===== src/rtl/mux8_rr_arbiter.sv =====
// Round-robin arbiter for the 8-channel mux datapath: grants one requester, captures
// its word into the output register and hands it downstream over valid/ready.
module mux8_rr_arbiter #(
  parameter int DATA_W = 8
) (
  input  logic              clk,
  input  logic              rst,
  input  logic [7:0]        req,
  input  logic [DATA_W-1:0] in0,
  input  logic [DATA_W-1:0] in1,
  input  logic [DATA_W-1:0] in2,
  input  logic [DATA_W-1:0] in3,
  input  logic [DATA_W-1:0] in4,
  input  logic [DATA_W-1:0] in5,
  input  logic [DATA_W-1:0] in6,
  input  logic [DATA_W-1:0] in7,
  output logic [2:0]        sel,
  output logic [7:0]        grant,
  output logic [DATA_W-1:0] out,
  output logic              out_valid,
  input  logic              out_ready,
  output logic [7:0]        ack
);

  localparam logic [0:0] IDLE = 1'b0;
  localparam logic [0:0] BUSY = 1'b1;

  logic [0:0]        state;
  logic [2:0]        ptr;
  logic [DATA_W-1:0] chan [8];
  logic              xfer;
  logic [7:0]        eligible;
  logic              win_found;
  logic [2:0]        win;
  logic              load;

  assign chan[0] = in0;
  assign chan[1] = in1;
  assign chan[2] = in2;
  assign chan[3] = in3;
  assign chan[4] = in4;
  assign chan[5] = in5;
  assign chan[6] = in6;
  assign chan[7] = in7;

  assign out_valid = (state == BUSY);

  // A handshake coinciding with reset is discarded, so it must not be acknowledged.
  assign xfer = out_valid & out_ready & ~rst;
  assign ack  = grant & {8{xfer}};

  // Masking the acknowledged channel keeps it from being regranted back-to-back.
  assign eligible = req & ~ack;

  // NOTE: every variable written in always_comb gets a default first, so no path can infer a latch.
  always_comb begin
    logic [2:0] idx;
    win_found = 1'b0;
    win       = ptr;
    idx       = '0;
    // Scanning from the farthest offset down leaves the nearest eligible channel as winner.
    for (int i = 7; i >= 0; i--) begin
      idx = ptr + 3'(i);
      if (eligible[idx]) begin
        win_found = 1'b1;
        win       = idx;
      end
    end
  end

  assign load = win_found & ((state == IDLE) | xfer);

  // NOTE: sequential state uses non-blocking assignments so all registers update from pre-edge values.
  always_ff @(posedge clk) begin
    if (rst) begin
      state <= IDLE;
      ptr   <= '0;
      sel   <= '0;
      grant <= '0;
      out   <= '0;
    end else if (load) begin
      state <= BUSY;
      ptr   <= win + 3'd1;
      sel   <= win;
      grant <= 8'(1) << win;
      out   <= chan[win];
    end else if (xfer) begin
      state <= IDLE;
      grant <= '0;
    end
  end

endmodule


===== config.mk =====
export PLATFORM = sky130hd
export DESIGN_NAME = mux8_rr_arbiter
export DESIGN_NICKNAME = d
export VERILOG_FILES = /design/src/rtl/mux8_rr_arbiter.sv
export SDC_FILE = /design/constraint.sdc
export NUM_CORES = 1
export LEC_CHECK = 0
export CAP_MARGIN = 20
export CORE_MARGIN = 8
export CORE_UTILIZATION = 48
export CTS_BUF_LIST = sky130_fd_sc_hd__clkbuf_2 sky130_fd_sc_hd__clkbuf_4 sky130_fd_sc_hd__clkbuf_8
export CTS_CLUSTER_SIZE = 20
export DETAILED_ROUTE_END_ITERATION = 7
export PLACE_DENSITY_LB_ADDON = 0.25
export SLEW_MARGIN = 40
export SYNTH_ARGS = -nofsm -noshare
export SYNTH_HDL_FRONTEND = slang
export SYNTH_SLANG_ARGS = --single-unit
export TNS_END_PERCENT = 20

===== constraint.sdc =====
create_clock -name clk -period 5.6 [get_ports clk]
set_clock_uncertainty 0.05 [all_clocks]
set_input_delay 0.56 -clock clk [delete_from_list [all_inputs] [get_ports clk]]
set_output_delay 0.56 -clock clk [all_outputs]
set_load 0.02 [all_outputs]

==> results of run 1 <==
final timing paths:
kind                  start        to
hold reg to reg      sel[2]    sel[2]
hold / removal       sel[2]    sel[2]
setup reg to reg  out_valid  grant[1]
setup / recovery  out_ready  grant[1]
area by class of cell:
cell class / instances / area, um^2
Sequential cell: 23 / 461.7
Fill cell: 542 / 2172
Timing Repair Buffer: 111 / 1089
Multi-Input combinational cell: 301 / 2290
Clock buffer: 4 / 48.80
Tap cell: 77 / 96.34
Inverter: 32 / 120.1
power groups by stage:
| stage | Clock (uW) | Sequential [uW] | Combinational (uW) |
|---|---|---|---|
| finish | 109 | 271 | 1900 |
| CTS | 110 | 270 | 1880 |
| global route | 119 | 279 | 2060 |
| detailed placement | 0 | 272 | 1870 |
| global placement | 0 | 273 | 1850 |
| floorplan | 0 | 305 | 1450 |
cell families (layout without fill, tap and decap cells):
logic type | count (synthesis) | count (layout) | synth area share
AO/OA/AOI/OAI | 122 | 122 | 0.3229
XOR/XNOR | 3 | 3 | 0.008573
adder cells (fa/ha/maj) | 4 | 4 | 0.01633
buffers and inverters | 66 | 147 | 0.1041
flip-flops | 23 | 23 | 0.1502
multiplexers | 31 | 31 | 0.1412
AND/OR/NAND/NOR | 141 | 141 | 0.2567
worst max-delay path, stage by stage:
cell	delay (ns)
clkdlybuf4s50_1	0.81
and4b_1	0.60
o32ai_2	0.16
mux4_2	0.53
and4b_1	0.31
nor2b_4	0.20
nor4b_1	0.56
a21oi_2	0.26
buf_4	0.31
and2_1	0.19
a21oi_1	0.14
nor2_1	0.05
per-stage QoR:
step,cell area [um^2],instances,hold WS (ns)
CTS,4104,548,0.4518
floorplan,3065,390,0.5111
finish,4105,548,0.4506
global placement,4055,544,0.4380
detailed placement,4055,544,0.4344
global route,4105,548,0.5017
state kept, by name, indices dropped and copies added, names as in the netlist:
signal and count:
out_valid 1, sel 3, grant 8, ptr 3
out 8
metal layers:
metal,track usage,wire (um)
met4,0.06274,258
met1,0.2908,4401
met5,0,0
met3,0.05226,1053
met2,0.3766,5190
cells in the mapped netlist, drive strengths merged (8+ instances only):
master	number	area share
nor2	34	0.042
o211ai	34	0.088
inv	28	0.034
dfxtp	23	0.15
mux4	8	0.059
nand3	28	0.046
clkbuf	18	0.022
a311oi	8	0.023
mux2	18	0.066
a21oi	11	0.018
buf	16	0.043
nand2	29	0.036
o22ai	8	0.018
nand2b	13	0.027
==> impl_metrics.csv, run 1 <==
group,metric,value,unit
power_and_ir_drop,p_seq_frac,0.119,
worst_hold_path,whs_path_depth,2,
drt,drt-pass1-iter-count,6,
sta,rsz0062_at_grt,"false",
worst_hold_path,min_path_type,"register to register",
power_and_ir_drop,vdd_drop_max,0.4865,mV
clocking,cts_made_buffers,3,
sta,slew_headroom,0.5113,
floorplan,die_h,95.92,um
synth,synth_top_flop_cell,"dfxtp_1",
finish,antennaDiodeCount,0,
grt,grt_pass1_vias,3429,
placement,portBuffers,102,
finish,area_delta_synth_final,33.92,%
sta,setup_viol,0,
drt,postRouteAntennaNets,0,
synth,synth_enable_flop_cells,0,
finish,final_cell_mix,"102 x clkdlybuf4s50_1, 34 x nor2_1, 31 x o211ai_1",
finish,fin_nets,551,
grt,grtUsageTotal,0.2283,
drt,vias_per_cell,6.443,
finish,final_common_cell,"clkdlybuf4s50_1",
power_and_ir_drop,p_leak,0.001598,uW
synth,yosys_warnings,0,
synth,netlist-cell-type-count,65,
placement,place.gp.congestion,1.006,
critical_path,start_kind,"primary input",
clocking,cts.sinks,23,
drt,wl_per_cell,19.90,um
synth,async_flop_share,0,
power_and_ir_drop,clock_power_share,0.048,
critical_path,r2r_slack,1.40,ns
clocking,ctsLongestPathBuffers,2,
grt,gr-total-overflow,0,
sta,finalHoldViolations,0,
synth,syn_inst,390,
sta,fin_crit_sh,0.8136,
floorplan,fp-row-count,29,
synth,syn_avg_cell_area,7.860,um^2
placement,place_hpwl,8.449,mm
clocking,cts_tree,"yes",
floorplan,ios,103,
power_and_ir_drop,power_per_cell_area,556.1,nW/um^2
clocking,clkLatencyLatePin,0.27,ns
sta,fin_setup_tns,0,ns
critical_path,critPathArrivalTime,4.67,ns
drt,via_count,3531,
status,status,"completed",
clocking,cts_setup_buffers,0,
sta,setup_slack,1.044,ns
grt,grt_start_max_net_pins,40,
clocking,root_buffer,"clkbuf_8",
power_and_ir_drop,p_comb_frac,0.833,
synth,syn_nets,469,
finish,fin_util,0.6540,
clocking,clk_pin_slew,0.08,ns
critical_path,crit_path_end_kind,"register",
floorplan,initial_core_util,0.4883,
sta,worst_pin_slew,0.7331,ns
floorplan,die_w,95.92,um
grt,antenna_found_initial,0,
sta,period_needed,4.556,ns
clocking,hold_buffers,0,
critical_path,crit_fanout,21,
finish,drive_gt1_frac,0.1146,
sta,fmax,219.5,MHz
critical_path,crit_required,5.72,ns
grt,grt_pass1_wl,17.02,mm
drt,drc_errors,0,
power_and_ir_drop,total_power,2283,uW
critical_path,r2r_cells,11,
clocking,h-tree-depth,1,
synth,synth_area,3065,um^2
sta,drv_slew,0,
clocking,post_cts_resized,0,
power_and_ir_drop,p_sw,1196,uW
drt,drt_wl_total,10.90,mm
floorplan,coreArea,6277,um^2
power_and_ir_drop,p_int,1087,uW
synth,yosysSeqAreaShare,0.1502,
floorplan,die_area,9200,um^2
placement,dp_slack,0.9332,ns
power_and_ir_drop,switching_share,0.5239,
flow_run,maxCapViolCount,0,
synth,synth-seq-cells,23,
critical_path,crit_type,"primary input to register",
drt,first_iter_violations,342,
(Power assumes the default switching activity.)
==> run 2: changes to the inputs <==
clock period = 4.33 ns   (was 5.6 ns; I/O delays follow)
==> run 2 against run 1 <==
Net effect: total power increased by 33%; register-to-register slack got worse by 1.1 ns; critical path depth increased by 1; die area unchanged; routed wire length increased by 0.47%; non-clock buffer count increased by 10; utilization increased by 1.7 points; sequential share of layout area decreased by 0.31 points; clock power increased by 23%; critical path type unchanged; critical endpoint is now out[6]; largest power group unchanged.
==> impl_metrics.csv, run 2 (synthesis gave the netlist of run 1 again) <==
group,metric,value,unit
critical_path,critPathArrivalTime,4.15,ns
sta,fmax,245.9,MHz
clocking,cts.sinks,23,
clocking,cts_setup_buffers,0,
finish,final_cell_mix,"102 x clkdlybuf4s50_1, 34 x nor2_1, 31 x o211ai_1",
critical_path,crit_path_end_kind,"register",
sta,rsz0062_at_grt,"false",
placement,portBuffers,102,
sta,slew_headroom,0.5247,
drt,first_iter_violations,256,
sta,fin_setup_tns,0,ns
floorplan,fp-row-count,29,
critical_path,slowest_delay,0.52,ns
power_and_ir_drop,p_leak,0.001658,uW
finish,final_common_cell,"clkdlybuf4s50_1",
critical_path,reg2reg_from,"ptr[1]",
critical_path,slowest_stage,"mux4_2",
critical_path,crit_fanout,39,
critical_path,r2r_cells,12,
finish,drive_gt1_frac,0.1310,
clocking,post_cts_resized,0,
clocking,cts_made_buffers,3,
drt,postRouteAntennaNets,0,
finish,reg_top3,"grant: 8 flops, out: 8 flops",
floorplan,initial_core_util,0.4883,
critical_path,path_buf_inv,3,
floorplan,ios,103,
critical_path,r2r_slack,0.28,ns
drt,via_count,3577,
floorplan,coreArea,6277,um^2
status,status,"completed",
drt,wl_per_cell,19.63,um
critical_path,cp-startpoint,"rst",
clocking,ctsLongestPathBuffers,2,
worst_hold_path,min_path_type,"register to register",
finish,antennaDiodeCount,0,
critical_path,worstSetupEndpoint,"out[6]",
critical_path,crit_required,4.41,ns
finish,area_delta_synth_final,37.31,%
finish,stdcell_count,558,
critical_path,r2r_end,"out[6]",
sta,setup_viol,0,
clocking,root_buffer,"clkbuf_8",
floorplan,die_area,9200,um^2
finish,fin_nets,561,
placement,dp_slack,-0.01892,ns
floorplan,die_h,95.92,um
drt,drt_wl_total,10.95,mm
grt,grtUsageTotal,0.2296,
sta,drv_slew,0,
critical_path,crit_type,"primary input to register",
grt,grt_start_max_net_pins,40,
critical_path,crit_chain,"clkdlybuf4s50_1 -> buf_12 -> nand4b_2 -> clkinv_1 -> o22ai_1 -> mux4_2 -> and4b_1 -> nor2b_4 -> a211o_1 -> and2_4 -> mux2_1 -> o211ai_1 -> a311oi_1",
clocking,clk_pin_slew,0.08,ns
critical_path,start_kind,"primary input",
grt,grt_pass1_vias,3369,
clocking,clkLatencyLatePin,0.27,ns
grt,gr-total-overflow,0,
grt,antenna_found_initial,0,
grt,grt_pass1_wl,16.81,mm
placement,place.gp.congestion,1.019,
floorplan,die_w,95.92,um
drt,drc_errors,0,
placement,dp.cells,554,
clocking,hold_buffers,0,
power_and_ir_drop,vdd_drop_max,0.6178,mV
sta,worst_pin_slew,0.7129,ns
finish,fin_util,0.6705,
sta,setup_slack,0.2627,ns
clocking,h-tree-depth,1,
sta,finalHoldViolations,0,
sta,fin_crit_sh,0.9393,
flow_run,maxCapViolCount,0,
drt,vias_per_cell,6.410,
critical_path,critPathTopFamily,"simple AND/OR/NAND/NOR gates",
sta,period_needed,4.067,ns
critical_path,cp.depth,13,
placement,place_hpwl,8.739,mm
drt,drt-pass1-iter-count,5,
clocking,cts_tree,"yes",
power_and_ir_drop,power_per_cell_area,721.0,nW/um^2
## run 2: routing by layer
metal,global-route usage,vias to the layer above,share of wire
li1,-,1676,-
met1,0.2697,1680,0.39
met2,0.3789,182,0.48
met3,0.06006,39,0.090
met4,0.1152,0,0.044
met5,0,-,0
## run 2: tightest hold or removal path, stage by stage, from the launching register on
cell      delay (ns)
dfxtp_1         0.32
nor2_1          0.10
a311oi_1        0.05
## run 2: area by class of cell
class,count,area (um^2)
Fill cell,557,2068
Inverter,32,120.1
Clock buffer,3,41.29
Multi-Input combinational cell,301,2297
Clock inverter,1,5.005
Timing Repair Buffer,121,1189
Tap cell,77,96.34
Sequential cell,23,460.4
## run 2: how the worst min path moves through the flow
stage | startpoint | endpoint | cells past startpoint | slack (ns)
after global routing | out[6] | out[6] | 2 | 0.48
after floorplan | sel[2] | sel[2] | 2 | 0.51
final | out[2] | out[2] | 2 | 0.45
after CTS | out[2] | out[2] | 2 | 0.45
after global placement | out[2] | out[2] | 2 | 0.43
after detailed placement | sel[1] | sel[1] | 2 | 0.44
## run 2: per-stage QoR
stage | total power [uW] | hold slack [ns] | area, um^2
global placement | 2833 | 0.4339 | 4155
detailed placement | 2871 | 0.4415 | 4155
finish | 3035 | 0.4548 | 4209
global route | 3263 | 0.4760 | 4209
floorplan | 2274 | 0.5111 | 3065
CTS | 3012 | 0.4545 | 4202
## run 2: report_power, final
group / internal [uW] / switching, uW
Combinational: 1110 / 1450
Clock: 64.3 / 69.6
Sequential: 281 / 58.9
